## config.mk

```make
export PLATFORM = sky130hd
export DESIGN_NAME = alu_uart_sequencer_flat
export DESIGN_NICKNAME = d
export VERILOG_FILES = /design/src/rtl/alu_uart_sequencer_pkg.sv /design/src/rtl/alu_uart_sequencer_if.sv /design/src/rtl/alu_uart_sequencer_timeout_counter.sv /design/src/rtl/alu_uart_sequencer.sv /design/src/flat_wrapper.sv
export SDC_FILE = /design/constraint.sdc
export NUM_CORES = 1
export LEC_CHECK = 0
export CAP_MARGIN = 20
export CORE_ASPECT_RATIO = 1.25
export CORE_UTILIZATION = 49
export CTS_CLUSTER_DIAMETER = 200
export DETAILED_ROUTE_END_ITERATION = 12
export MAX_ROUTING_LAYER = met4
export PLACE_DENSITY_LB_ADDON = 0.15
export REMOVE_ABC_BUFFERS = 1
export SYNTH_ARGS = -nofsm -noshare
export SYNTH_HDL_FRONTEND = slang
export SYNTH_SLANG_ARGS = --single-unit
export TNS_END_PERCENT = 20
```

## constraint.sdc

```tcl
create_clock -name i_clock -period 2.3 [get_ports i_clock]
set_input_delay 0.23 -clock i_clock [delete_from_list [all_inputs] [get_ports i_clock]]
set_output_delay 0.23 -clock i_clock [all_outputs]
set_load 0.005 [all_outputs]
```

## src/rtl/alu_uart_sequencer_pkg.sv

```systemverilog
// alu_uart_sequencer_pkg
//   Shared definitions for the UART command-path sequencer: default widths,
//   ALU opcode constants and the one-hot sequencer state type.
//   No ports (package).
package alu_uart_sequencer_pkg;

    localparam int unsigned DefSizeData = 8;
    localparam int unsigned DefSizeOp   = 6;

    // ALU opcodes as carried in the low bits of the third frame byte
    localparam logic [5:0] OpAdd = 6'b100000;
    localparam logic [5:0] OpSub = 6'b100010;
    localparam logic [5:0] OpAnd = 6'b100100;

    typedef enum logic [5:0] {
        StGetA   = 6'b000001,
        StGetB   = 6'b000010,
        StGetOp  = 6'b000100,
        StExec   = 6'b001000,
        StSend   = 6'b010000,
        StWaitTx = 6'b100000
    } state_e;

    // States in which incoming RX bytes cannot be accepted
    function automatic logic is_busy_state(state_e s);
        return (s == StExec) || (s == StSend) || (s == StWaitTx);
    endfunction

endpackage

```

## src/rtl/alu_uart_sequencer_if.sv

```systemverilog
// alu_uart_sequencer_if
//   Bundles the sequencer's RX, ALU and TX side signals.
//   master: the sequencer (consumes RX/ALU/TX-done, drives operands, TX and status).
//   slave : the surrounding uart_rx / ALU / uart_tx environment.
//   Signals:
//     i_rx_done, i_rx_data     RX byte strobe and data
//     i_alu_result             combinational ALU result
//     i_tx_done                TX byte finished strobe
//     o_alu_datoa/datob/opcode registered ALU operands and opcode
//     o_tx_data, o_tx_start    result byte and TX start strobe
//     o_busy                   frame being executed/transmitted
//     o_timeout_err            partial frame aborted strobe
//     o_overrun_err            RX byte dropped strobe
interface alu_uart_sequencer_if #(
    parameter int unsigned SIZEDATA = 8,
    parameter int unsigned SIZEOP   = 6
);

    logic                i_rx_done;
    logic [SIZEDATA-1:0] i_rx_data;
    logic [SIZEDATA-1:0] i_alu_result;
    logic                i_tx_done;
    logic [SIZEDATA-1:0] o_alu_datoa;
    logic [SIZEDATA-1:0] o_alu_datob;
    logic [SIZEOP-1:0]   o_alu_opcode;
    logic [SIZEDATA-1:0] o_tx_data;
    logic                o_tx_start;
    logic                o_busy;
    logic                o_timeout_err;
    logic                o_overrun_err;

    modport master (
        input  i_rx_done,
        input  i_rx_data,
        input  i_alu_result,
        input  i_tx_done,
        output o_alu_datoa,
        output o_alu_datob,
        output o_alu_opcode,
        output o_tx_data,
        output o_tx_start,
        output o_busy,
        output o_timeout_err,
        output o_overrun_err
    );

    modport slave (
        output i_rx_done,
        output i_rx_data,
        output i_alu_result,
        output i_tx_done,
        input  o_alu_datoa,
        input  o_alu_datob,
        input  o_alu_opcode,
        input  o_tx_data,
        input  o_tx_start,
        input  o_busy,
        input  o_timeout_err,
        input  o_overrun_err
    );

endinterface

```

## src/rtl/alu_uart_sequencer_timeout_counter.sv

```systemverilog
// alu_uart_sequencer_timeout_counter
//   Idle-cycle watchdog. Counts enabled cycles since the last clear and flags
//   expiry once TIMEOUT-1 is reached (i.e. on the TIMEOUT-th idle cycle).
//   Ports:
//     i_clock, i_reset  clock, synchronous active-high reset
//     i_clear           reset the count to zero (has priority over enable)
//     i_enable          count this cycle
//     o_expired         count has reached TIMEOUT-1
module alu_uart_sequencer_timeout_counter #(
    parameter int unsigned TIMEOUT = 1000
) (
    input  logic i_clock,
    input  logic i_reset,
    input  logic i_clear,
    input  logic i_enable,
    output logic o_expired
);

    localparam int unsigned CntW = (TIMEOUT > 2) ? $clog2(TIMEOUT) : 1;
    localparam logic [CntW-1:0] CntMax = CntW'(TIMEOUT - 1);

    logic [CntW-1:0] r_count;

    always_ff @(posedge i_clock) begin
        if (i_reset || i_clear) begin
            r_count <= '0;
        end else if (i_enable && !o_expired) begin
            // Saturate so a held-off consumer never sees the count wrap
            r_count <= r_count + 1'b1;
        end
    end

    assign o_expired = (r_count == CntMax);

endmodule

```

## src/rtl/alu_uart_sequencer.sv

```systemverilog
// alu_uart_sequencer
//   Frames UART command transactions for the shared ALU: collects operand A,
//   operand B and opcode bytes, holds them on the ALU for ALU_LAT cycles,
//   samples the result and hands it to UART TX with a start/done handshake.
//   Partial frames are aborted after TIMEOUT idle cycles; bytes arriving while
//   a frame is executing or transmitting are dropped and flagged.
//   Ports:
//     i_clock  system clock
//     i_reset  synchronous, active-high reset
//     bus      alu_uart_sequencer_if.master (RX, ALU, TX and status signals)
module alu_uart_sequencer
    import alu_uart_sequencer_pkg::*;
#(
    parameter int unsigned SIZEDATA = DefSizeData,
    parameter int unsigned SIZEOP   = DefSizeOp,
    parameter int unsigned ALU_LAT  = 1,
    parameter int unsigned TIMEOUT  = 1000
) (
    input logic                  i_clock,
    input logic                  i_reset,
    alu_uart_sequencer_if.master bus
);

    localparam int unsigned ExecW = (ALU_LAT > 1) ? $clog2(ALU_LAT) : 1;
    localparam logic [ExecW-1:0] ExecLast = ExecW'(ALU_LAT - 1);

    state_e w_state_next;
    state_e r_state;

    logic                r_busy;
    logic                r_tx_start;
    logic                r_timeout_err;
    logic                r_overrun_err;
    logic                r_overrun_pend;
    logic [SIZEDATA-1:0] r_datoa;
    logic [SIZEDATA-1:0] r_datob;
    logic [SIZEOP-1:0]   r_opcode;
    logic [SIZEDATA-1:0] r_tx_data;
    logic [ExecW-1:0]    r_exec_cnt;

    logic w_in_frame;
    logic w_expired;
    logic w_load_a;
    logic w_load_b;
    logic w_load_op;
    logic w_sample;
    logic w_start;
    logic w_timeout;
    logic w_overrun;
    logic w_overrun_defer;

    assign w_in_frame = (r_state == StGetB) || (r_state == StGetOp);

    // Cleared by every accepted byte and whenever no partial frame is open,
    // so it always restarts from zero on entry to GET_B.
    alu_uart_sequencer_timeout_counter #(
        .TIMEOUT (TIMEOUT)
    ) u_timeout (
        .i_clock   (i_clock),
        .i_reset   (i_reset),
        .i_clear   (bus.i_rx_done || !w_in_frame),
        .i_enable  (w_in_frame),
        .o_expired (w_expired)
    );

    // State register
    always_ff @(posedge i_clock) begin
        if (i_reset) begin
            r_state <= StGetA;
        end else begin
            r_state <= w_state_next;
        end
    end

    // Next-state and datapath strobes
    always_comb begin
        w_state_next    = r_state;
        w_load_a        = 1'b0;
        w_load_b        = 1'b0;
        w_load_op       = 1'b0;
        w_sample        = 1'b0;
        w_start         = 1'b0;
        w_timeout       = 1'b0;
        w_overrun       = 1'b0;
        w_overrun_defer = 1'b0;

        unique case (r_state)
            StGetA: begin
                if (bus.i_rx_done) begin
                    w_load_a     = 1'b1;
                    w_state_next = StGetB;
                end
            end
            StGetB: begin
                // A byte arriving on the expiry cycle still counts
                if (bus.i_rx_done) begin
                    w_load_b     = 1'b1;
                    w_state_next = StGetOp;
                end else if (w_expired) begin
                    w_timeout    = 1'b1;
                    w_state_next = StGetA;
                end
            end
            StGetOp: begin
                if (bus.i_rx_done) begin
                    w_load_op    = 1'b1;
                    w_state_next = StExec;
                end else if (w_expired) begin
                    w_timeout    = 1'b1;
                    w_state_next = StGetA;
                end
            end
            StExec: begin
                w_overrun = bus.i_rx_done;
                if (r_exec_cnt == ExecLast) begin
                    w_sample     = 1'b1;
                    w_state_next = StSend;
                end
            end
            StSend: begin
                // The overrun pulse would coincide with o_tx_start; push it a cycle later
                w_overrun_defer = bus.i_rx_done;
                w_start         = 1'b1;
                w_state_next    = StWaitTx;
            end
            StWaitTx: begin
                w_overrun = bus.i_rx_done;
                if (bus.i_tx_done) begin
                    w_state_next = StGetA;
                end
            end
            default: begin
                w_state_next = StGetA;
            end
        endcase
    end

    // Output and datapath registers
    always_ff @(posedge i_clock) begin
        if (i_reset) begin
            r_busy         <= 1'b0;
            r_tx_start     <= 1'b0;
            r_timeout_err  <= 1'b0;
            r_overrun_err  <= 1'b0;
            r_overrun_pend <= 1'b0;
            r_datoa        <= '0;
            r_datob        <= '0;
            r_opcode       <= '0;
            r_tx_data      <= '0;
            r_exec_cnt     <= '0;
        end else begin
            r_busy         <= is_busy_state(w_state_next);
            r_tx_start     <= w_start;
            r_timeout_err  <= w_timeout;
            // A deferred drop and a fresh one in the next cycle merge into one pulse
            r_overrun_err  <= w_overrun || r_overrun_pend;
            r_overrun_pend <= w_overrun_defer;

            if (w_load_a) begin
                r_datoa <= bus.i_rx_data;
            end
            if (w_load_b) begin
                r_datob <= bus.i_rx_data;
            end
            if (w_load_op) begin
                r_opcode   <= bus.i_rx_data[SIZEOP-1:0];
                r_exec_cnt <= '0;
            end else if (r_state == StExec) begin
                r_exec_cnt <= r_exec_cnt + 1'b1;
            end
            if (w_sample) begin
                r_tx_data <= bus.i_alu_result;
            end
        end
    end

    assign bus.o_alu_datoa   = r_datoa;
    assign bus.o_alu_datob   = r_datob;
    assign bus.o_alu_opcode  = r_opcode;
    assign bus.o_tx_data     = r_tx_data;
    assign bus.o_tx_start    = r_tx_start;
    assign bus.o_busy        = r_busy;
    assign bus.o_timeout_err = r_timeout_err;
    assign bus.o_overrun_err = r_overrun_err;

endmodule

```

## src/flat_wrapper.sv

```systemverilog
// flat-port wrapper written by rule: the top's interface ports become plain ports
module alu_uart_sequencer_flat import alu_uart_sequencer_pkg::*;
#(
    parameter int unsigned SIZEDATA = DefSizeData,
    parameter int unsigned SIZEOP   = DefSizeOp,
    parameter int unsigned ALU_LAT  = 1,
    parameter int unsigned TIMEOUT  = 1000
)
  (i_clock, i_reset, bus_i_rx_done, bus_i_rx_data, bus_i_alu_result, bus_i_tx_done, bus_o_alu_datoa, bus_o_alu_datob, bus_o_alu_opcode, bus_o_tx_data, bus_o_tx_start, bus_o_busy, bus_o_timeout_err, bus_o_overrun_err);
  alu_uart_sequencer_if #(.SIZEDATA(SIZEDATA), .SIZEOP(SIZEOP)) bus_i ();
  input logic i_clock;
  input logic i_reset;
  input wire logic [$bits(bus_i.i_rx_done)-1:0] bus_i_rx_done;
  input wire logic [$bits(bus_i.i_rx_data)-1:0] bus_i_rx_data;
  input wire logic [$bits(bus_i.i_alu_result)-1:0] bus_i_alu_result;
  input wire logic [$bits(bus_i.i_tx_done)-1:0] bus_i_tx_done;
  output wire logic [$bits(bus_i.o_alu_datoa)-1:0] bus_o_alu_datoa;
  output wire logic [$bits(bus_i.o_alu_datob)-1:0] bus_o_alu_datob;
  output wire logic [$bits(bus_i.o_alu_opcode)-1:0] bus_o_alu_opcode;
  output wire logic [$bits(bus_i.o_tx_data)-1:0] bus_o_tx_data;
  output wire logic [$bits(bus_i.o_tx_start)-1:0] bus_o_tx_start;
  output wire logic [$bits(bus_i.o_busy)-1:0] bus_o_busy;
  output wire logic [$bits(bus_i.o_timeout_err)-1:0] bus_o_timeout_err;
  output wire logic [$bits(bus_i.o_overrun_err)-1:0] bus_o_overrun_err;
  assign bus_i.i_rx_done = bus_i_rx_done;
  assign bus_i.i_rx_data = bus_i_rx_data;
  assign bus_i.i_alu_result = bus_i_alu_result;
  assign bus_i.i_tx_done = bus_i_tx_done;
  assign bus_o_alu_datoa = bus_i.o_alu_datoa;
  assign bus_o_alu_datob = bus_i.o_alu_datob;
  assign bus_o_alu_opcode = bus_i.o_alu_opcode;
  assign bus_o_tx_data = bus_i.o_tx_data;
  assign bus_o_tx_start = bus_i.o_tx_start;
  assign bus_o_busy = bus_i.o_busy;
  assign bus_o_timeout_err = bus_i.o_timeout_err;
  assign bus_o_overrun_err = bus_i.o_overrun_err;
  alu_uart_sequencer #(.SIZEDATA(SIZEDATA), .SIZEOP(SIZEOP), .ALU_LAT(ALU_LAT), .TIMEOUT(TIMEOUT)) u_core (.i_clock(i_clock), .i_reset(i_reset), .bus(bus_i));
endmodule
```

# Yosys cells after proc, flatten, opt, wreduce, memory -nomap -nowiden
# Cells that the tools add are included.
# word_totals
inputBits,20
regBits,52
output_inout_bits,34
word_cells,56
# classes
bitwise,2
n_reduce_logical,14
eq_ne,10
muxes,16
n_addsub,2
# op_table
cell,n
6-bit two-way mux,6
6-bit case mux with 6 select lines,1
"6-bit by 4-bit equality test with 1-bit output, second input constant",2
"6-bit by 5-bit equality test with 1-bit output, second input constant",2
"6-bit equality test, second input constant",2
"10-bit by 1-bit adder with 10-bit output, second input constant",1
"10-bit equality test, second input constant",1
1-bit two-way mux,9
2-bit OR reduction,4
"6-bit by 1-bit equality test with 1-bit output, second input constant",1
"6-bit by 2-bit equality test with 1-bit output, second input constant",1
"6-bit by 3-bit equality test with 1-bit output, second input constant",1
1-bit logical OR,6
3-bit OR reduction,1
1-bit zero test,2
1-bit inverter,2
"1-bit adder, second input constant",1
1-bit logical AND,1

# Logic depth before layout (Yosys ltp)
# Gate-level depths: netlist of run 1.
# depth
word_depth,7
mapped_depth,7
depth_no_buf,6

# By module
# A second synthesis of run 1 with hierarchy kept.
# unflattened
hier_cells,227
area_unflattened_um2,2184.6
# modules_own_cells
module,area_each_um2,cells_each,instances,seq_area_each_um2
alu_uart_sequencer,1629.1,163,1,840.8
alu_uart_sequencer_timeout_counter,555.5,64,1,200.2

# Worst setup path before layout of run 1
# OpenSTA, ideal clock, no wires.
# synth_timing
path_kind,reg-to-reg
start,register u_core.r_state[5]
end,register u_core.u_timeout.r_count[3]
t_arrival_ns,1.601
period_less_slack_ns,1.729
t_required_ns,2.172
path_buffers,1
path_stages_with_launch,7
setup_ns,0.128
setup_slack_ns,0.571
cell_sequence,dfxtp_1 > buf_6 > or4_4 > or2_1 > nor4b_2 > xnor2_1 > nor2_1
# synth_via
elab_chain_cells,5
word_cells_on_any_way,7
cone_classes,2 x eq/ne; 5 x reduce/logical
# synth_rtl
item,line_no,source
from (decl),alu_uart_sequencer.sv:28,state_e r_state;
from (signal assigned),alu_uart_sequencer.sv:69,r_state <= StGetA;
from (signal assigned),alu_uart_sequencer.sv:71,r_state <= w_state_next;
6-bit by 2-bit equality test with 1-bit output / 6-bit by 3-bit equality test with 1-bit output (equally long branches),alu_uart_sequencer.sv:52,assign w_in_frame = (r_state == StGetB) || (r_state == StGetOp);
1-bit logical OR (*),alu_uart_sequencer.sv:52,
1-bit zero test,alu_uart_sequencer.sv:61,".i_clear (bus.i_rx_done || !w_in_frame),"
1-bit logical OR,alu_uart_sequencer.sv:61,
1-bit logical OR,alu_uart_sequencer_timeout_counter.sv:25,if (i_reset || i_clear) begin
to (signal assigned),alu_uart_sequencer_timeout_counter.sv:29,r_count <= r_count + 1'b1;
to (decl),alu_uart_sequencer_timeout_counter.sv:22,logic [CntW-1:0] r_count;
# Mark *: on every way between the ends. The rest lies on a longest branch, timed or not.
# A chain may end at the register's enable or synchronous reset.

# Worst setup path in the final report of run 1
# layout_timing
start,register u_core.r_state[5]
end,register u_core.r_state[2]
# layout_via
elab_chain_cells,2
word_cells_on_any_way,7
cone_classes,6 x eq/ne; 1 x mux
# layout_rtl
item,line_no,source
6-bit equality test (tied with other cells),alu_uart_sequencer.sv:87,unique case (r_state)
6-bit case mux with 6 select lines (*),alu_uart_sequencer.sv:87,
# Marks and branches as above.

==> results of run 1 <==
routing by layer:
| layer | track usage [%] | vias up | routed length [um] |
|---|---|---|---|
| met5 | - | - | 0 |
| met3 | 5.73 | 8 | 189 |
| met2 | 35.0 | 50 | 2430 |
| li1 | - | 945 | - |
| met1 | 28.9 | 872 | 2170 |
| met4 | 11.1 | 0 | 86 |
cells in the final DEF, fill, tap and decap left out, types with 7 or more instances in the layout:
| master | n |
|---|---|
| a21oi_1 | 12 |
| clkdlybuf4s50_1 | 53 |
| dfxtp_1 | 52 |
| mux2i_1 | 24 |
| nand2_1 | 16 |
| nand3_1 | 8 |
| nor2_1 | 43 |
| nor3_1 | 7 |
| o21ai_0 | 11 |
| xor2_1 | 7 |
logic make-up after synthesis:
group	after synthesis
AOI/OAI and AO/OA	32
xor gates and xnor gates	12
adders and majority gates	1
buffers and inverters	18
DFF	52
muxes	24
and+or+nand+nor	106
critical path, stage by stage, from the launching register on:
cell and delay, ps:
dfxtp_1 400, nor2_1 280, nand3_1 130, or3b_1 630, a2bb2oi_1 250, and2_1 140
sequential cells by signal (all words and copies together) (netlist names):
| name | flops |
|---|---|
| u_core.u_timeout.r_count | 10 |
| u_core.bus.o_alu_datoa | 8 |
| u_core.bus.o_alu_datob | 8 |
| u_core.bus.o_tx_data | 8 |
| u_core.bus.o_alu_opcode | 6 |
| u_core.r_state | 6 |
| u_core.bus.o_busy | 1 |
| u_core.bus.o_overrun_err | 1 |
| u_core.bus.o_timeout_err | 1 |
| u_core.bus.o_tx_start | 1 |
| u_core.r_exec_cnt | 1 |
| u_core.r_overrun_pend | 1 |
final cells by class:
cell class              count  area share, %
multi-input cells         175           37.4
repair buffers             59           19.9
inverters                   3          0.389
well taps                  56           2.42
flip-flops and latches     52           36.0
clock inverters             3           1.47
clock buffers               5           2.38
power breakdown:
group | switching, uW | leakage, uW | internal (uW)
sequential | 45.4 | 0.000421 | 937
clock | 290 | 0.0000541 | 322
combinational | 132 | 0.000670 | 168
total | 467 | 0.00114 | 1430
path summary, 6_finish.rpt:
kind                          from                        to  slack [ps]
min          u_core.r_overrun_pend  u_core.bus.o_overrun_err         440
max reg2reg      u_core.r_state[5]         u_core.r_state[2]         410
max              u_core.r_state[5]         u_core.r_state[2]         410
min reg2reg  u_core.r_overrun_pend  u_core.bus.o_overrun_err         440
per-stage QoR:
step,cells,util [%]
2_1_floorplan,230,-
3_3_place_gp,345,66.2
3_5_place_dp,345,66.2
4_1_cts,353,68.9
5_1_grt,353,68.9
6_report,353,68.9
==> qor.yml, run 1 <==
finish:
  fin_area_um2: 2890
  final.fill_count: 342
  n_antenna_cell: 0
  ff_latch_area_um2: 1040
  area_growth_pct: 31.3
  layout.nets: 317
  multi_input_area_um2: 1080
  drive_above_1_share_pct: 5.72
timing:
  rsz0062_at_grt: "false"
  relSlewSlack_pct: 64.6
  hold_viol: 0
  fmax_ghz: 0.530
  layout_setup_ws_ps: 413
  fin_skew_ps: 6.16
  setup_viol: 0
  slew_viol_final: 0
  finalCritPeriodShare_pct: 82.1
  tns_ps: 0
  whs_ps: 442
  worst_pin_slew_ps: 530
  fin_crit_ps: 1890
grt:
  grt_pass1_vias: 1850
  antenna_found_initial: 0
  grt_pass1_wl_um: 8350
  grt_start_max_net_pins: 34
  grt_remaining_overflow: 0
  grtUsageTotal_pct: 23.4
logic_synthesis:
  yosys.area.top_type: "dfxtp_1"
  synthFlopType: "dfxtp_1"
  ys_warn_count: 0
  ys_top_cells_by_area: "dfxtp_1 47%, mux2i_1 11%, nor2_1 7.3%, xor2_1 2.8%, a21oi_1 2.7%"
  synth_adder_area_share_pct: 0.568
  synth_top_area_share_pct: 47.3
  synthMostInstantiatedCell: "dfxtp_1"
  synth.distinct_cells: 41
  synth_edf_count: 0
  synth_top_family_by_area: "simple AND/OR/NAND/NOR gates"
  async_reset_ff_share_pct: 0
  avgSynthCellArea_um2: 8.99
  yosysSeqAreaShare_pct: 47.3
  synth_common_cells: "52 x dfxtp_1, 43 x nor2_1, 24 x mux2i_1"
  synth-xor-area-share_pct: 4.77
  ys_ff_latch: 52
  synth-compound-area-share_pct: 8.52
  synth.area.mux_share_pct: 10.9
  synthCells: 245
  synthSimpleGateAreaFrac_pct: 24.4
  post_synth_instance_area_um2: 2200
worst_setup_path:
  worstPathRequired_ps: 2540
  cp-end-kind: "flip-flop"
  crit_fanout: 9
  path_class: "reg -> reg"
  critPathLaunchType: "flip-flop"
  cp_data_arrival_time_ps: 2130
  ff2ff_path_depth: 5
floorplan:
  die_w_um: 62.0
  rows: 26
  core_area_um2: 4200
  ioPinCount: 54
  start_util_pct: 52.5
  die_h_um: 77.0
  die_area_um2: 4770
drt:
  firstDrtPassIters: 4
  viasPerCell: 5.31
  vias: 1875
  ant_nets: 0
  drc: 0
  drt-total-wl_um: 4870
  drtIter0Drc: 180
  wl_per_cell_um: 13.8
clock_tree:
  clock_latency_ps: 300
  post-cts-setup-buffer-count: 0
  clock-sinks: 52
  cts_buffers: 5
  cts-root-buf: "clkbuf_8"
  cts_hold_buf: 0
  clockBufferDepth: 2
  cts_resized: 0
  ctsHtreeMaxLevel: 2
  clk_pin_slew_ps: 90
  cts_tree: "done"
pwr:
  p_per_area_nw_per_um2: 655
  vdd_ir_drop_max_uv: 403
  leakagePower_uw: 0.00114
  p_total_uw: 1890
place:
  place_hpwl_um: 3460
  post_dp_cell_area_um2: 2780
  gp_congestion: 0.888
  dp_slack_ps: 419
  io_buffers: 53
hold_path:
  hold_depth: 2
  hold_class: "reg -> reg"
outcome:
  run_status: "finished clean"
job:
  drv_cap: 0
(Power assumes the default switching activity.)
==> run 2: changes to the inputs <==
--- a/config.mk
+++ b/config.mk
@@ -7,7 +7,7 @@
 export LEC_CHECK = 0
 export CAP_MARGIN = 20
 export CORE_ASPECT_RATIO = 1.25
-export CORE_UTILIZATION = 49
+export CORE_UTILIZATION = 44
 export CTS_CLUSTER_DIAMETER = 200
 export DETAILED_ROUTE_END_ITERATION = 12
 export MAX_ROUTING_LAYER = met4
==> constraint.sdc (replaced) <==
create_clock -name i_clock -period 1.7 [get_ports i_clock]
set_input_delay 0.17 -clock i_clock [delete_from_list [all_inputs] [get_ports i_clock]]
set_output_delay 0.17 -clock i_clock [all_outputs]
set_load 0.005 [all_outputs]
==> qor.yml, run 2 (synthesis results as in run 1) <==
floorplan:
  core_area_um2: 4760  # +14%
  die_h_um: 81.1  # +5.4%
  start_util_pct: 46.2  # -6.3 points
  die_w_um: 65.3  # +5.4%
  rows: 28  # +7.7%
  die_area_um2: 5290  # +11%
  ioPinCount: 54  # unchanged
job:
  drv_cap: 0  # unchanged
finish:
  fin_area_um2: 3130  # +8.1%
  drive_above_1_share_pct: 16.9  # +11 points
  top_register: "u_core.u_timeout.r_count"
  mostFrequentLayoutCell: "clkdlybuf4s50_1"
  final.fill_count: 404  # +18%
  n_antenna_cell: 0  # unchanged
  final_cell_mix: "53 x clkdlybuf4s50_1, 49 x dfxtp_1, 39 x nor2_1, 27 x buf_4, 24 x mux2i_1"
  layout.nets: 340  # +7.3%
  final_cells: 380  # +7.6%
  area_growth_pct: 42.0
  largest_reg_flops: 10  # unchanged
hold_path:
  min_from: "bus_i_alu_result[6]"
  whs_endpoint: "u_core.bus.o_tx_data[6]"
  hold_class: "in -> reg"
  hold_depth: 3  # +1
drt:
  drt-total-wl_um: 5090  # +4.5%
  wl_per_cell_um: 13.4  # -2.9%
  drtIter0Drc: 76  # -58%
  vias: 1949  # +3.9%
  ant_nets: 0  # unchanged
  drc: 0  # unchanged
  firstDrtPassIters: 4  # unchanged
  viasPerCell: 5.13  # -3.4%
place:
  io_buffers: 53  # unchanged
  post_dp_cell_area_um2: 2970  # +6.8%
  place_hpwl_um: 3620  # +4.9%
  gp_congestion: 0.954  # +7.4%
  place_inst: 372  # +7.8%
timing:
  fmax_ghz: 0.579  # +9.4%
  slew_viol_final: 0  # unchanged
  hold_viol: 0  # unchanged
  whs_ps: 404  # -37.9 ps
  setup_viol: 1  # +1
  rsz0062_at_grt: "true"
  worst_pin_slew_ps: 336  # -195 ps
  finalCritPeriodShare_pct: 102  # +19 points
  fin_crit_ps: 1730  # -161 ps
  layout_setup_ws_ps: -26.0  # -439 ps
  fin_skew_ps: 8.56  # +2.40 ps
  relSlewSlack_pct: 77.6  # +13 points
  tns_ps: -26.0  # -26.0 ps
clock_tree:
  clock-sinks: 52  # unchanged
  cts-root-buf: "clkbuf_8"
  clock_latency_ps: 310  # about the same
  ctsHtreeMaxLevel: 2  # unchanged
  clockBufferDepth: 2  # unchanged
  cts_hold_buf: 0  # unchanged
  cts_tree: "done"
  post-cts-setup-buffer-count: 0  # unchanged
  cts_buffers: 5  # unchanged
  clk_pin_slew_ps: 90  # about the same
pwr:
  leakagePower_uw: 0.00127  # +11%
  vdd_ir_drop_max_uv: 671  # +66%
  p_per_area_nw_per_um2: 807  # +23%
  p_total_uw: 2520  # +33%
worst_setup_path:
  cp-end-kind: "flip-flop"
  ff2ff_setup_slack_ps: -30  # -440 ps
  critPathLaunchType: "flip-flop"
  ff2ff_path_depth: 5  # unchanged
  r2r-end: "u_core.u_timeout.r_count[3]"
  r2r_start: "u_core.r_state[3]"
  worstPathRequired_ps: 1910  # -630 ps
  path_class: "reg -> reg"
  cp_data_arrival_time_ps: 1940  # -190 ps
  crit_fanout: 4  # -5
grt:
  grt_pass1_wl_um: 8270  # -0.91%
  grt_remaining_overflow: 0  # unchanged
  grtUsageTotal_pct: 21.0  # -2.5 points
  grt_pass1_vias: 1820  # -1.6%
  grt_start_max_net_pins: 34  # unchanged
  antenna_found_initial: 0  # unchanged
outcome:
  run_status: "finished with violations"
  violations: "setup timing"
[run 2: cell count changes in the layout (fill, tap and decap cells not counted), sizes merged]
cell	previous run	this run
buf	6	29
bufinv	1	0
clkinvlp	1	2
[run 2: final cells by class]
class | count | area (um^2) | share of cell area [%]
clock inverters | 3 | 23.8 | 0.760
clock buffers | 5 | 68.8 | 2.20
repair buffers | 82 | 764 | 24.4
well taps | 60 | 75.1 | 2.40
inverters | 3 | 11.3 | 0.360
flip-flops and latches | 52 | 1040 | 33.4
multi-input cells | 175 | 1140 | 36.4
[run 2: what timing repair did]
action,CTS,global route
gates resized for setup,3,16
setup endpoints to repair,11,33
cloned,0,0
pin swaps,0,4
[run 2: worst max-delay path, stage by stage (launching register included)]
cell and delay [ps]:
dfxtp_2 340, or4_4 560, or2_4 270, nor4b_4 270
xnor2_1 140, nor2_1 50
[run 2: where the power goes]
group	leakage (uW)	total, uW	switching (uW)	internal (uW)
clock	0.0000404	711	419	292
combinational	0.000805	508	227	281
sequential	0.000422	1300	34.4	1270
[run 2: worst max path at each step]
stage | startpoint | end | slack (ps)
6_report | u_core.r_state[3] | u_core.u_timeout.r_count[3] | -30
5_1_grt | u_core.r_state[3] | u_core.u_timeout.r_count[3] | -80
4_1_cts | u_core.r_state[4] | u_core.u_timeout.r_count[3] | -30
3_5_place_dp | bus_i_rx_done | u_core.bus.o_alu_datoa[2] | -90
3_3_place_gp | bus_i_rx_done | u_core.bus.o_alu_datoa[2] | -50
2_1_floorplan | u_core.r_state[2] | u_core.r_state[2] | -30
[run 2: layer usage]
layer / vias to the layer above / routed length, um / global-route usage [%] / part of all wire (%)
met5: - / 0 / - / 0
met4: 0 / 91 / 8.91 / 1.8
met3: 8 / 190 / 4.92 / 3.7
met2: 39 / 2420 / 34.1 / 48
met1: 907 / 2380 / 24.6 / 47
li1: 995 / - / - / -
[run 2: through the flow]
step / utilization (%) / setup slack (ps)
2_1_floorplan: - / -26.4
3_3_place_gp: 62.3 / -48.7
3_5_place_dp: 62.3 / -87.4
4_1_cts: 64.4 / -32.3
5_1_grt: 65.6 / -80.0
6_report: 65.6 / -26.0
==> RTL edit: new RTL, config.mk and constraints of run 1 <==
The package constant `DefSizeData` goes from 8 to 16.
--- a/src/rtl/alu_uart_sequencer_pkg.sv
+++ b/src/rtl/alu_uart_sequencer_pkg.sv
@@ -4,7 +4,7 @@
 //   No ports (package).
 package alu_uart_sequencer_pkg;
 
-    localparam int unsigned DefSizeData = 8;
+    localparam int unsigned DefSizeData = 16;
     localparam int unsigned DefSizeOp   = 6;
 
     // ALU opcodes as carried in the low bits of the third frame byte
Interface: changed (5 resized); port bits go from 54 to 94. No check against the original RTL was run, so the function may have changed too.
==> RTL edit against run 1 <==
  * Cell area up 45%
  * Wire length up 43%
  * Critical endpoint is now u_core.u_timeout.r_count[9]
  * Cell count up 40%
  * Sequential cell count up 24
  * Synthesized cell count up 36%
  * Worst setup slack worse by 170 ps
  * Largest power group unchanged
  * Largest cell class is now flip-flops and latches
  * Synthesized area up 35%
  * Total power up 49%
==> RTL edit: results (changes against run 1) <==
{
  "critical_path.max_stage_delay": {"value": 560, "unit": "ps", "change": "-70 ps"},
  "fin_worst_skew": {"value": 6.457, "unit": "ps", "change": "+0.2984 ps"},
  "status": {"value": "complete, no violations"},
  "compound_gate_fraction_of_synth_area": {"value": 8.575, "unit": "%", "change": "+0.052 points"},
  "grt_first_pass_wirelength": {"value": 11080, "unit": "um", "change": "+33%"},
  "final_layout_net_count": {"value": 461, "change": "+45%"},
  "grtUsageTotal": {"value": 23.01, "unit": "%", "change": "-0.41 points"},
  "grt_pass1_vias": {"value": 2438, "change": "+32%"},
  "clock_latency": {"value": 340, "unit": "ps", "change": "+40 ps"},
  "xor_and_xnor_fraction_of_the_mapped_netlist_area": {"value": 3.237, "unit": "%", "change": "-1.5 points"},
  "place_area": {"value": 0.003964, "unit": "mm2", "change": "+43%"},
  "use_met2": {"value": 36.45, "unit": "%", "change": "+1.4 points"},
  "detailroute.wirelength.met2": {"value": 3402, "unit": "um", "change": "+40%"},
  "cts-buffers-inserted": {"value": 9, "change": "+4"},
  "synth_common_cells": {"value": "sky130_fd_sc_hd__dfxtp_1, sky130_fd_sc_hd__nand2_1, sky130_fd_sc_hd__nor2_1, sky130_fd_sc_hd__mux2i_1, sky130_fd_sc_hd__a21oi_1"},
  "power": {"value": 2.825, "unit": "mW", "change": "+49%"},
  "synth_fa_ha_area_share": {"value": 0.4203, "unit": "%", "change": "-0.15 points"},
  "arrival_time_of_the_worst_setup_path": {"value": 2270, "unit": "ps", "change": "+140 ps"},
  "first_iter_violations": {"value": 98, "change": "-46%"},
  "hpwlAfterDp": {"value": 4846, "unit": "um", "change": "+40%"},
  "global_route.usage.met3": {"value": 5.524, "unit": "%", "change": "-0.21 points"},
  "count_of_different_cell_masters_after_synthesis": {"value": 44, "change": "+7.3%"},
  "route.detailed.wl_per_inst": {"value": 14.02, "unit": "um", "change": "+1.7%"},
  "detail_route.wirelength.met1": {"value": 2969, "unit": "um", "change": "+37%"},
  "p_int": {"value": 2.184, "unit": "mW", "change": "+53%"},
  "relSlewSlack": {"value": 58.85, "unit": "%", "change": "-5.8 points"},
  "route.met3.wl": {"value": 421, "unit": "um", "change": "+120%"},
  "post_synth.cell_area_avg": {"value": 8.966, "unit": "um2", "change": "-0.25%"},
  "synth.yosys.seq_area_share": {"value": 51.11, "unit": "%", "change": "+3.8 points"},
  "min-delay-path-class": {"value": "input port to register"},
  "vdd_drop_max": {"value": 0.4637, "unit": "mV", "change": "+15%"},
  "finalWeightedCongestion": {"value": 0.8294, "change": "-6.6%"}
}
-- RTL edit: cell count changes in the layout (fill, tap and decap cells not counted), sizes merged, moves of 4 or more --
cell                  run 1  this run
mux2i                    24        32
dfxtp                    52        76
buf                       6        10
clkbuf                    5        12
a21oi                    12        29
o21ai                    11         3
clkdlybuf4s50            53        92
xor2                      7         1
nor2                     43        50
xnor2                     5        10
nor4                      1         8
nand2                    16        51
-- RTL edit: cell type report --
type,count,area (um2)
fill,453,1637
sequential,76,1521
multi-input combinational,229,1331
timing repair buffer,102,1006
clock buffer,12,145.1
tap,66,82.58
clock inverter,4,72.57
inverter,6,22.52
-- RTL edit: worst paths after layout --
path / from / to / slack (ps) / depth (start not counted)
setup / recovery: u_core.r_state[4] / u_core.u_timeout.r_count[9] / 240 / 5
hold / removal: i_reset / u_core.bus.o_overrun_err / 160 / 2
setup reg to reg: u_core.r_state[4] / u_core.u_timeout.r_count[9] / 240 / 5
hold reg to reg: u_core.bus.o_tx_data[13] / u_core.bus.o_tx_data[13] / 460 / 2
